===== config.mk =====
export PLATFORM = sky130hd
export DESIGN_NAME = axi_v4_rd_slave
export DESIGN_NICKNAME = d
export VERILOG_FILES = /design/src/rtl/axi_v4_rd_slave.sv
export SDC_FILE = /design/constraint.sdc
export NUM_CORES = 1
export LEC_CHECK = 0
export BUFFER_PORTS_ARGS = -buffer_cell sky130_fd_sc_hd__clkbuf_2
export CAP_MARGIN = 5
export CORE_AREA = 2 2 190 192
export CTS_CLUSTER_SIZE = 25
export DETAILED_ROUTE_END_ITERATION = 10
export DIE_AREA = 0 0 192 194
export PLACE_DENSITY = 0.79
export SLEW_MARGIN = 5
export SYNTH_ARGS = -nofsm -noshare
export SYNTH_HDL_FRONTEND = slang
export SYNTH_SLANG_ARGS = --single-unit

===== constraint.sdc =====
create_clock -name clk_i -period 8.87 [get_ports clk_i]
set_input_delay 1.774 -clock clk_i [delete_from_list [all_inputs] [get_ports clk_i]]
set_output_delay 1.774 -clock clk_i [all_outputs]
set_load 0.01 [all_outputs]

===== src/rtl/axi_v4_rd_slave.sv =====
// rtl/axi_v4_rd_slave.sv - AXI4 read-channel responder over a 1-cycle-latency memory port
//
// Purpose: accepts one AR request at a time, walks FIXED/INCR/WRAP bursts over a
// synchronous-read memory port and returns R beats through a 2-entry output FIFO
// with full rready backpressure.
// Optional build macro: AXI_RD_SLV_ERR_CHK_EN (AR legality checks -> SLVERR bursts).
//
// Ports:
//   clk_i, rst_n_i               clock, synchronous active-low reset
//   arvalid_i/arready_o          AR handshake
//   arid_i, araddr_i, arlen_i,   AR payload (arcache/arprot/arlock accepted, ignored)
//   arburst_i, arsize_i
//   rvalid_o/rready_i            R handshake
//   rid_o, rdata_o, rlast_o,     R payload
//   rresp_o
//   mem_rd_en_o, mem_rd_addr_o   memory read strobe and byte address
//   mem_rd_data_i                read data, valid one cycle after mem_rd_en_o
module axi_v4_rd_slave #(
  parameter int DATA_WIDTH = 128,
  parameter int ADDR_WIDTH = 32,
  parameter int ID_WIDTH   = 4
) (
  input  logic                  clk_i,
  input  logic                  rst_n_i,
  input  logic                  arvalid_i,
  output logic                  arready_o,
  input  logic [ID_WIDTH-1:0]   arid_i,
  input  logic [ADDR_WIDTH-1:0] araddr_i,
  input  logic [7:0]            arlen_i,
  input  logic [1:0]            arburst_i,
  input  logic [2:0]            arsize_i,
  input  logic [3:0]            arcache_i,
  input  logic [2:0]            arprot_i,
  input  logic                  arlock_i,
  output logic                  rvalid_o,
  input  logic                  rready_i,
  output logic [ID_WIDTH-1:0]   rid_o,
  output logic [DATA_WIDTH-1:0] rdata_o,
  output logic                  rlast_o,
  output logic [1:0]            rresp_o,
  output logic                  mem_rd_en_o,
  output logic [ADDR_WIDTH-1:0] mem_rd_addr_o,
  input  logic [DATA_WIDTH-1:0] mem_rd_data_i
);

  typedef enum logic {IDLE, BURST} state_e;

  state_e                state_q, state_d;
  logic                  arready_q;
  logic [ID_WIDTH-1:0]   id_q, id_d;
  logic [ADDR_WIDTH-1:0] addr_q, addr_d;
  logic [7:0]            len_q, len_d;
  logic [1:0]            burst_q, burst_d;
  logic [2:0]            size_q, size_d;
  logic [7:0]            cnt_q, cnt_d;
  logic                  done_q, done_d;
  logic                  err_q, err_d;

  // One read may be in flight between mem_rd_en and the data arriving.
  logic                  infl_q, infl_last_q, infl_err_q;

  logic [DATA_WIDTH-1:0] fifo_data_q [2];
  logic                  fifo_last_q [2];
  logic                  fifo_err_q  [2];
  logic                  wr_ptr_q, rd_ptr_q;
  logic [1:0]            fifo_cnt_q, fifo_cnt_d;

  logic                  issue, pop, pop_fifo, push, fifo_empty;
  logic                  head_valid, head_last, head_err;
  logic [DATA_WIDTH-1:0] head_data, infl_data;
  logic                  err_chk;

  logic [ADDR_WIDTH-1:0] step, wrap_mask, next_addr;

  logic unused_ar_attrs;
  assign unused_ar_attrs = ^{arcache_i, arprot_i, arlock_i};

  // Address of the beat after addr_q.
  always_comb begin
    step      = ADDR_WIDTH'(1) << size_q;
    wrap_mask = (ADDR_WIDTH'(len_q) + ADDR_WIDTH'(1)) * step - ADDR_WIDTH'(1);
    case (burst_q)
      2'b00:   next_addr = addr_q;
      2'b10:   next_addr = (addr_q & ~wrap_mask) | ((addr_q + step) & wrap_mask);
      default: next_addr = (addr_q & ~(step - ADDR_WIDTH'(1))) + step;
    endcase
  end

`ifdef AXI_RD_SLV_ERR_CHK_EN
  logic [31:0] chk_step, chk_span;
  always_comb begin
    chk_step = 32'd1 << arsize_i;
    // Bytes from the step-aligned start within its 4KB page to the burst end.
    chk_span = 32'(araddr_i[11:0] & ~(chk_step[11:0] - 12'd1))
             + (32'(arlen_i) + 32'd1) * chk_step;
    err_chk  = (chk_step > 32'(DATA_WIDTH / 8))
            || (arburst_i == 2'b11)
            || ((arburst_i == 2'b10) && !((arlen_i == 8'd1) || (arlen_i == 8'd3) ||
                                          (arlen_i == 8'd7) || (arlen_i == 8'd15)))
            || ((arburst_i == 2'b01) && (chk_span > 32'd4096));
  end
`else
  assign err_chk = 1'b0;
`endif

  // Head of the response stream: FIFO head if any, otherwise the in-flight
  // read is forwarded straight from memory so rvalid follows mem_rd_en by one cycle.
  always_comb begin
    fifo_empty = (fifo_cnt_q == 2'd0);
    infl_data  = infl_err_q ? '0 : mem_rd_data_i;
    head_valid = !fifo_empty || infl_q;
    head_data  = infl_data;
    head_last  = infl_last_q;
    head_err   = infl_err_q;
    if (!fifo_empty) begin
      head_data = fifo_data_q[rd_ptr_q];
      head_last = fifo_last_q[rd_ptr_q];
      head_err  = fifo_err_q[rd_ptr_q];
    end
    pop        = head_valid && rready_i;
    pop_fifo   = pop && !fifo_empty;
    push       = infl_q && !(fifo_empty && pop);
    fifo_cnt_d = fifo_cnt_q + {1'b0, push} - {1'b0, pop_fifo};
  end

  always_comb begin
    state_d = state_q;
    id_d    = id_q;
    addr_d  = addr_q;
    len_d   = len_q;
    burst_d = burst_q;
    size_d  = size_q;
    cnt_d   = cnt_q;
    done_d  = done_q;
    err_d   = err_q;
    issue   = 1'b0;
    case (state_q)
      IDLE: begin
        if (arvalid_i && arready_q) begin
          id_d    = arid_i;
          addr_d  = araddr_i;
          len_d   = arlen_i;
          burst_d = arburst_i;
          size_d  = arsize_i;
          cnt_d   = arlen_i;
          done_d  = 1'b0;
          err_d   = err_chk;
          state_d = BURST;
        end
      end
      BURST: begin
        // Occupancy plus in-flight bounded to 2 so a stalled R channel never overflows.
        issue = !done_q && ((fifo_cnt_q + {1'b0, infl_q}) < 2'd2);
        if (issue) begin
          addr_d = next_addr;
          if (cnt_q == 8'd0) done_d = 1'b1;
          else               cnt_d  = cnt_q - 8'd1;
        end
        if (pop && head_last) state_d = IDLE;
      end
      default: state_d = IDLE;
    endcase
  end

  always_ff @(posedge clk_i) begin
    if (!rst_n_i) begin
      state_q     <= IDLE;
      arready_q   <= 1'b0;
      id_q        <= '0;
      addr_q      <= '0;
      len_q       <= '0;
      burst_q     <= '0;
      size_q      <= '0;
      cnt_q       <= '0;
      done_q      <= 1'b0;
      err_q       <= 1'b0;
      infl_q      <= 1'b0;
      infl_last_q <= 1'b0;
      infl_err_q  <= 1'b0;
      wr_ptr_q    <= 1'b0;
      rd_ptr_q    <= 1'b0;
      fifo_cnt_q  <= 2'd0;
    end else begin
      state_q     <= state_d;
      arready_q   <= (state_d == IDLE);
      id_q        <= id_d;
      addr_q      <= addr_d;
      len_q       <= len_d;
      burst_q     <= burst_d;
      size_q      <= size_d;
      cnt_q       <= cnt_d;
      done_q      <= done_d;
      err_q       <= err_d;
      infl_q      <= issue;
      infl_last_q <= issue && (cnt_q == 8'd0);
      infl_err_q  <= err_q;
      fifo_cnt_q  <= fifo_cnt_d;
      if (push)     wr_ptr_q <= ~wr_ptr_q;
      if (pop_fifo) rd_ptr_q <= ~rd_ptr_q;
    end
  end

  always_ff @(posedge clk_i) begin
    if (push) begin
      fifo_data_q[wr_ptr_q] <= infl_data;
      fifo_last_q[wr_ptr_q] <= infl_last_q;
      fifo_err_q[wr_ptr_q]  <= infl_err_q;
    end
  end

  assign arready_o     = arready_q;
  assign rvalid_o      = head_valid;
  assign rid_o         = id_q;
  assign rdata_o       = head_valid ? head_data : '0;
  assign rlast_o       = head_valid && head_last;
  assign rresp_o       = (head_valid && head_err) ? 2'b10 : 2'b00;
  assign mem_rd_en_o   = issue && !err_q;
  assign mem_rd_addr_o = addr_q;

endmodule


==> flow_summary.toml, run 1 <==
[floorplanning]
die_w_um = 192
start_util = 0.5437
io_pins = 359
num_rows = 69
dieArea_um2 = 37250
core_area_um2 = 35220
dieHeight_um = 194

[pwr]
irDropWorstVdd_mv = 0.1787
switching_share = 0.3442
combPwrFrac = 0.308
pwr-share-clk = 0.286
seqPwrFrac = 0.405
p_switching_w = 0.001550
p_leak_nw = 8.521
p_int_w = 0.002954
p_per_area_nw_per_um2 = 203.0

[global_route]
grt_use_met1 = 0.3657
grt_use_met3 = 0.04633
grtUsageMet2 = 0.4703
grt_pass1_wl_mm = 83.14
track_usage = 0.2820
grt_pass1_vias = 15124
grt_max_degree = 261
antenna_found_initial = 3
gr-total-overflow = 0
busiest_layer = "met2"

[setup_path]
critPathLaunchType = "flip-flop"
cp.required_ps = 9280
worstPathCellList = "nor2b_1, nand2_1, inv_1, nand2_1, fa_1, inv_1, fa_1, inv_1, fa_1, inv_1, fa_1, inv_1, fa_1, inv_1, ha_1, nor3_1, o21bai_1, o21ai_0, o21ai_0, o21ai_0, nand2_1, o311a_1, o31ai_1"
worstSetupPathType = "flip-flop to flip-flop"
rrSetupSlack_ps = 1620
slowest_delay_ps = 760
cp_common_cell = "inv_1"
r2r-start = "size_q[1]"
crit_start = "size_q[1]"
crit_arrival_ps = 7670
crit_path_end_kind = "flip-flop"
reg2reg_depth = 23
worstPathMaxFanout = 20
slowest_stage = "dfxtp_1"

[route]
wirelength_mm = 54.23
drc_errors = 0
drt-initial-drc-count = 1369
firstDrtPassIters = 5
vias_per_cell = 6.079
wl_per_cell_um = 20.63
vias = 15982
postRouteAntennaNets = 0

[worst_hold_path]
hp-class = "flip-flop to flip-flop"

[synth]
synthCells = 1858
ys_async_sr_fraction = 0
synth-seq-cells = 325
synth_edf_count = 258
synth-main-ff-cell = "edfxtp_1"
ys_types = 83
avgSynthCellArea_um2 = 10.31
syn-cell-area_um2 = 19150
seq_area_frac_synth = 0.4746
ys.warnings.count = 0

[clock_network]
clk_pin_slew_worst_paths_ps = 60
cts_resized = 0
cts_tree = "built"
cts_htree_levels = 2
post-cts-setup-buffer-count = 0
cts.sinks = 325
root_buffer = "clkbuf_16"
cts_buffers = 34
ctsHoldBuffers = 0
cts.path.max_buffers = 3
insertion_delay_ps = 510

[cells_and_area]
nNetsFinal = 2459
area_growth_pct = 15.84
layout.cells.non_filler = 2629
num-fill-cells = 2816
drive_above_1_share = 0.2037

[sta]
setup_viol = 0
skew_ps = 11.29
fin_tns_setup_ps = 0
final-hold-violation-count = 0
worst_pin_slew_ps = 1070
slew_headroom = 0.2870
period_needed_ps = 7251
max_clock_freq_mhz = 137.9
finalMaxSlewViolations = 0
holdWs_ps = 458.6
fin_crit_sh = 0.8175
rsz0062_at_grt = "no"

[placed_design]
portBuffers = 348
place_inst = 2568
globalplace.congestion = 0.9528
post-dp-hpwl_mm = 37.86

[run_status]
outcome = "finished, final reports clean"

[job]
maxCapViolCount = 0
==> worst min path at each step <==
stage                                end  cells past startpoint  slack [ps]   startpoint
after detailed placement        rid_o[3]                      2         450     rid_o[3]
after floorplan           fifo_last_q[0]                      0         430  infl_last_q
after global routing            rid_o[0]                      2         480     rid_o[0]
after global placement    fifo_last_q[0]                      0         440  infl_last_q
after CTS                       rid_o[3]                      2         460     rid_o[3]
final                           rid_o[2]                      2         460     rid_o[2]
==> kinds of logic after synthesis <==
logic type | after synthesis | share of synthesized area
fa+ha+maj | 127 | 0.1014
simple gates | 556 | 0.1392
flops | 325 | 0.4746
buf+inv | 219 | 0.04397
mux | 142 | 0.07422
xor+xnor | 57 | 0.02607
compound gates | 431 | 0.1403
other cells | 1 | 0.0001958
==> critical path, delay by kind of cell, from the launching register on <==
kind,cells,cell delay (ps)
flops,1,760
simple gates,5,1180
fa+ha+maj,6,2920
buf+inv,6,550
compound gates,6,1740
==> per-stage QoR <==
stage	power, W	util	setup WS, ps	cell area [um^2]
final	0.004504	0.6298	1619	22180
after global routing	0.004723	0.6298	1229	22180
after CTS	0.004509	0.6295	1741	22180
after detailed placement	0.003224	0.6016	1778	21190
after global placement	0.003193	0.6016	1857	21190
after floorplan	0.002727	-	948.4	19150
==> final cells by class <==
cell class,count,area [um^2],share of cell area
timing repair buffer,366,1889,0.08517
tap,461,576.8,0.02600
clock buffer,47,924.6,0.04168
inverter,101,379.1,0.01709
clock inverter,11,58.81,0.002651
sequential,325,9097,0.4101
antenna,3,7.507,0.0003384
multi-input combinational,1315,9249,0.4169
==> power by group through the flow <==
stage	combinational (W)	sequential (W)	clock (W)
detailed placement	0.00137	0.00186	0
global placement	0.00134	0.00185	0
floorplan	0.000925	0.00180	0
global route	0.00151	0.00184	0.00137
finish	0.00139	0.00183	0.00129
CTS	0.00138	0.00182	0.00131
==> routing by layer <==
layer / share of wire / wire length (um)
met3: 0.084 / 4546
met4: 0.034 / 1854
met5: 0 / 0
met2: 0.49 / 26460
met1: 0.39 / 21370
==> cell usage after synthesis (all sizes together), types with 4 or more instances <==
cell,number,share of area
and4,5,0.0023
nand3,165,0.043
a211oi,16,0.0072
o311ai,5,0.0023
xnor2,33,0.015
a31oi,18,0.0059
o2111ai,7,0.0032
fa,47,0.049
o31a,5,0.0023
a211o,4,0.0018
or3,6,0.0020
o22ai,7,0.0023
nand4,5,0.0020
o21a,7,0.0027
a222oi,4,0.0021
a32o,4,0.0021
and2,14,0.0046
nand2,150,0.029
dfxtp,67,0.070
a31o,5,0.0023
nor3,34,0.0089
or2,7,0.0023
o31ai,8,0.0031
o211ai,18,0.0071
edfxtp,258,0.40
ha,80,0.052
clkbuf,105,0.021
nand2b,22,0.0072
o32ai,4,0.0018
o21bai,5,0.0022
a21o,9,0.0035
buf,13,0.0035
a21oi,79,0.021
xor2,24,0.011
nor2,101,0.020
and3,17,0.0056
nor4,9,0.0037
mux2i,142,0.074
inv,100,0.020
o21ai,189,0.050
nor2b,10,0.0037
==> cell usage in the layout, fill, tap and decap left out, drive strengths merged, types with 24 or more instances in the layout <==
cell type  instances
xnor2             33
edfxtp           258
a21oi             79
inv              102
xor2              24
nor3              34
mux2i            142
o21ai            189
nand2            150
ha                80
fa                47
clkbuf           395
dfxtp             67
nor2             101
nand3            165
Note: power is estimated with default switching activity, not from simulation.
==> run 2: changes to the inputs <==
--- a/config.mk
+++ b/config.mk
@@ -7,11 +7,11 @@
 export LEC_CHECK = 0
 export BUFFER_PORTS_ARGS = -buffer_cell sky130_fd_sc_hd__clkbuf_2
 export CAP_MARGIN = 5
-export CORE_AREA = 2 2 190 192
+export CORE_AREA = 2 2 197 199
 export CTS_CLUSTER_SIZE = 25
 export DETAILED_ROUTE_END_ITERATION = 10
-export DIE_AREA = 0 0 192 194
-export PLACE_DENSITY = 0.79
+export DIE_AREA = 0 0 199 201
+export PLACE_DENSITY = 0.77
 export SLEW_MARGIN = 5
 export SYNTH_ARGS = -nofsm -noshare
 export SYNTH_HDL_FRONTEND = slang
==> constraint.sdc (replaced) <==
create_clock -name clk_i -period 6 [get_ports clk_i]
set_input_delay 1.2 -clock clk_i [delete_from_list [all_inputs] [get_ports clk_i]]
set_output_delay 1.2 -clock clk_i [all_outputs]
set_load 0.01 [all_outputs]
==> flow_summary.toml, run 2 (synthesis gave the netlist of run 1 again) <==
[sta]
setup_viol = 0
slew_headroom = 0.2320
period_needed_ps = 5805
max_clock_freq_mhz = 172.3
skew_ps = 15.42
holdWs_ps = 458.4
worst_pin_slew_ps = 1152
final-hold-violation-count = 0
fin_crit_sh = 0.9676
finalMaxSlewViolations = 0

[pwr]
irDropWorstVdd_mv = 0.3714
power_w = 0.007026
p_per_area_nw_per_um2 = 304.0
p_leak_nw = 8.906

[floorplanning]
dieArea_um2 = 40000
die_w_um = 199
core_area_um2 = 38110
start_util = 0.5025
num_rows = 72
io_pins = 359
dieHeight_um = 201

[clock_network]
cts_htree_levels = 2
root_buffer = "clkbuf_16"
cts_buffers = 36
clk_pin_slew_worst_paths_ps = 60
ctsHoldBuffers = 0
cts_tree = "built"
cts.sinks = 325
insertion_delay_ps = 540
cts.path.max_buffers = 3

[setup_path]
slowest_delay_ps = 530
path_delay_family = "adder cells"
worstPathMaxFanout = 15
crit_arrival_ps = 6210
cp_common_cell = "fa_1"
slowest_stage = "fa_1"
cp.required_ps = 6400
worstPathCellList = "buf_4, nor2b_2, buf_4, nand2b_4, inv_2, buf_4, nand2b_1, fa_1, fa_1, inv_1, fa_1, fa_1, ha_1, ha_1, a2111o_1, o21ai_1, o21ai_2, or2_2, a31o_4, o211ai_1, o31ai_1"
rrSetupSlack_ps = 190
worstSetupPathType = "flip-flop to flip-flop"
critPathLaunchType = "flip-flop"
critPathBufInv = 5
crit_path_end_kind = "flip-flop"

[route]
drc_errors = 0
postRouteAntennaNets = 0
wirelength_mm = 55.67
wl_per_cell_um = 20.27
firstDrtPassIters = 6
vias_per_cell = 5.896
drt-initial-drc-count = 1252
vias = 16195

[placed_design]
globalplace.congestion = 0.9114
portBuffers = 348
place_inst = 2675
post-dp-hpwl_mm = 38.69

[cells_and_area]
nNetsFinal = 2515
num-fill-cells = 3077
area_growth_pct = 20.69
drive_above_1_share = 0.2438
layout.cells.non_filler = 2747
final_common_cell = "clkbuf_2"
final_cell_mix = "clkbuf_2, edfxtp_1, o21ai_0"

[global_route]
track_usage = 0.2683
antenna_found_initial = 7
gr-total-overflow = 0
grt_pass1_wl_mm = 84.58
grt_pass1_vias = 15518
grt_max_degree = 261

[run_status]
outcome = "finished, final reports clean"

[worst_hold_path]
hp-class = "flip-flop to flip-flop"

[job]
maxCapViolCount = 0
run 2: final cells by class:
cell class	instances	area, um^2	share of cell area
Clock buffer	43	927.1	0.04012
Inverter	101	379.1	0.01640
Clock inverter	19	190.2	0.008229
Timing Repair Buffer	420	2347	0.1016
Sequential cell	325	9106	0.3940
Antenna cell	6	15.01	0.0006497
Multi-Input combinational cell	1315	9498	0.4110
Tap cell	518	648.1	0.02804
run 2: worst paths after layout:
path	to	startpoint	cells past startpoint
worst max-delay path	flip-flop	size_q[2]	21
worst min-delay path	rid_o[1]	rid_o[1]	2
worst max register to register	flip-flop	size_q[2]	21
worst min register to register	rid_o[1]	rid_o[1]	2
run 2: where the power goes:
group	switching [W]	internal, W	leakage, nW
logic	0.00135	0.000857	5.49
registers	0.000162	0.00253	2.88
clock network	0.000894	0.00124	0.537
total	0.00240	0.00462	8.91
run 2: through the flow:
step | area, um^2 | worst slack [ps] | setup TNS (ps) | utilization
6_report | 23110 | 194.6 | 0 | 0.6065
3_5_place_dp | 21680 | -165.1 | -1164 | 0.5688
3_3_place_gp | 21680 | -42.43 | -139.3 | 0.5688
2_1_floorplan | 19160 | 85.53 | 0 | -
5_1_grt | 23110 | -35.85 | -105.9 | 0.6064
4_1_cts | 22820 | 11.33 | 0 | 0.5988
run 2: worst register-to-register path: stages, from the launching register on:
cell      delay, ps
dfxtp_1         320
buf_4           190
nor2b_2         140
buf_4           160
nand2b_4         70
inv_2            90
buf_4           130
nand2b_1         80
fa_1            510
fa_1            500
inv_1            60
fa_1            520
fa_1            530
ha_1            320
ha_1            310
a2111o_1        450
o21ai_1         200
o21ai_2         120
or2_2           320
a31o_4          300
o211ai_1        230
o31ai_1         130
run 2: routing by layer:
| metal | vias up | share of wire | wire, um | track usage |
|---|---|---|---|---|
| li1 | 7515 | - | - | - |
| met1 | 7786 | 0.40 | 22030 | 0.3372 |
| met2 | 766 | 0.49 | 27250 | 0.4558 |
| met3 | 126 | 0.088 | 4887 | 0.05998 |
| met4 | 2 | 0.027 | 1487 | 0.09062 |
| met5 | - | 0.00023 | 13 | 0 |
run 2: timing repair:
| action | CTS | global route |
|---|---|---|
| buffers inserted | 0 | 4 |
| setup endpoints to repair | 16 | 23 |
| pin swaps | 3 | 11 |
| resized for setup | 11 | 54 |
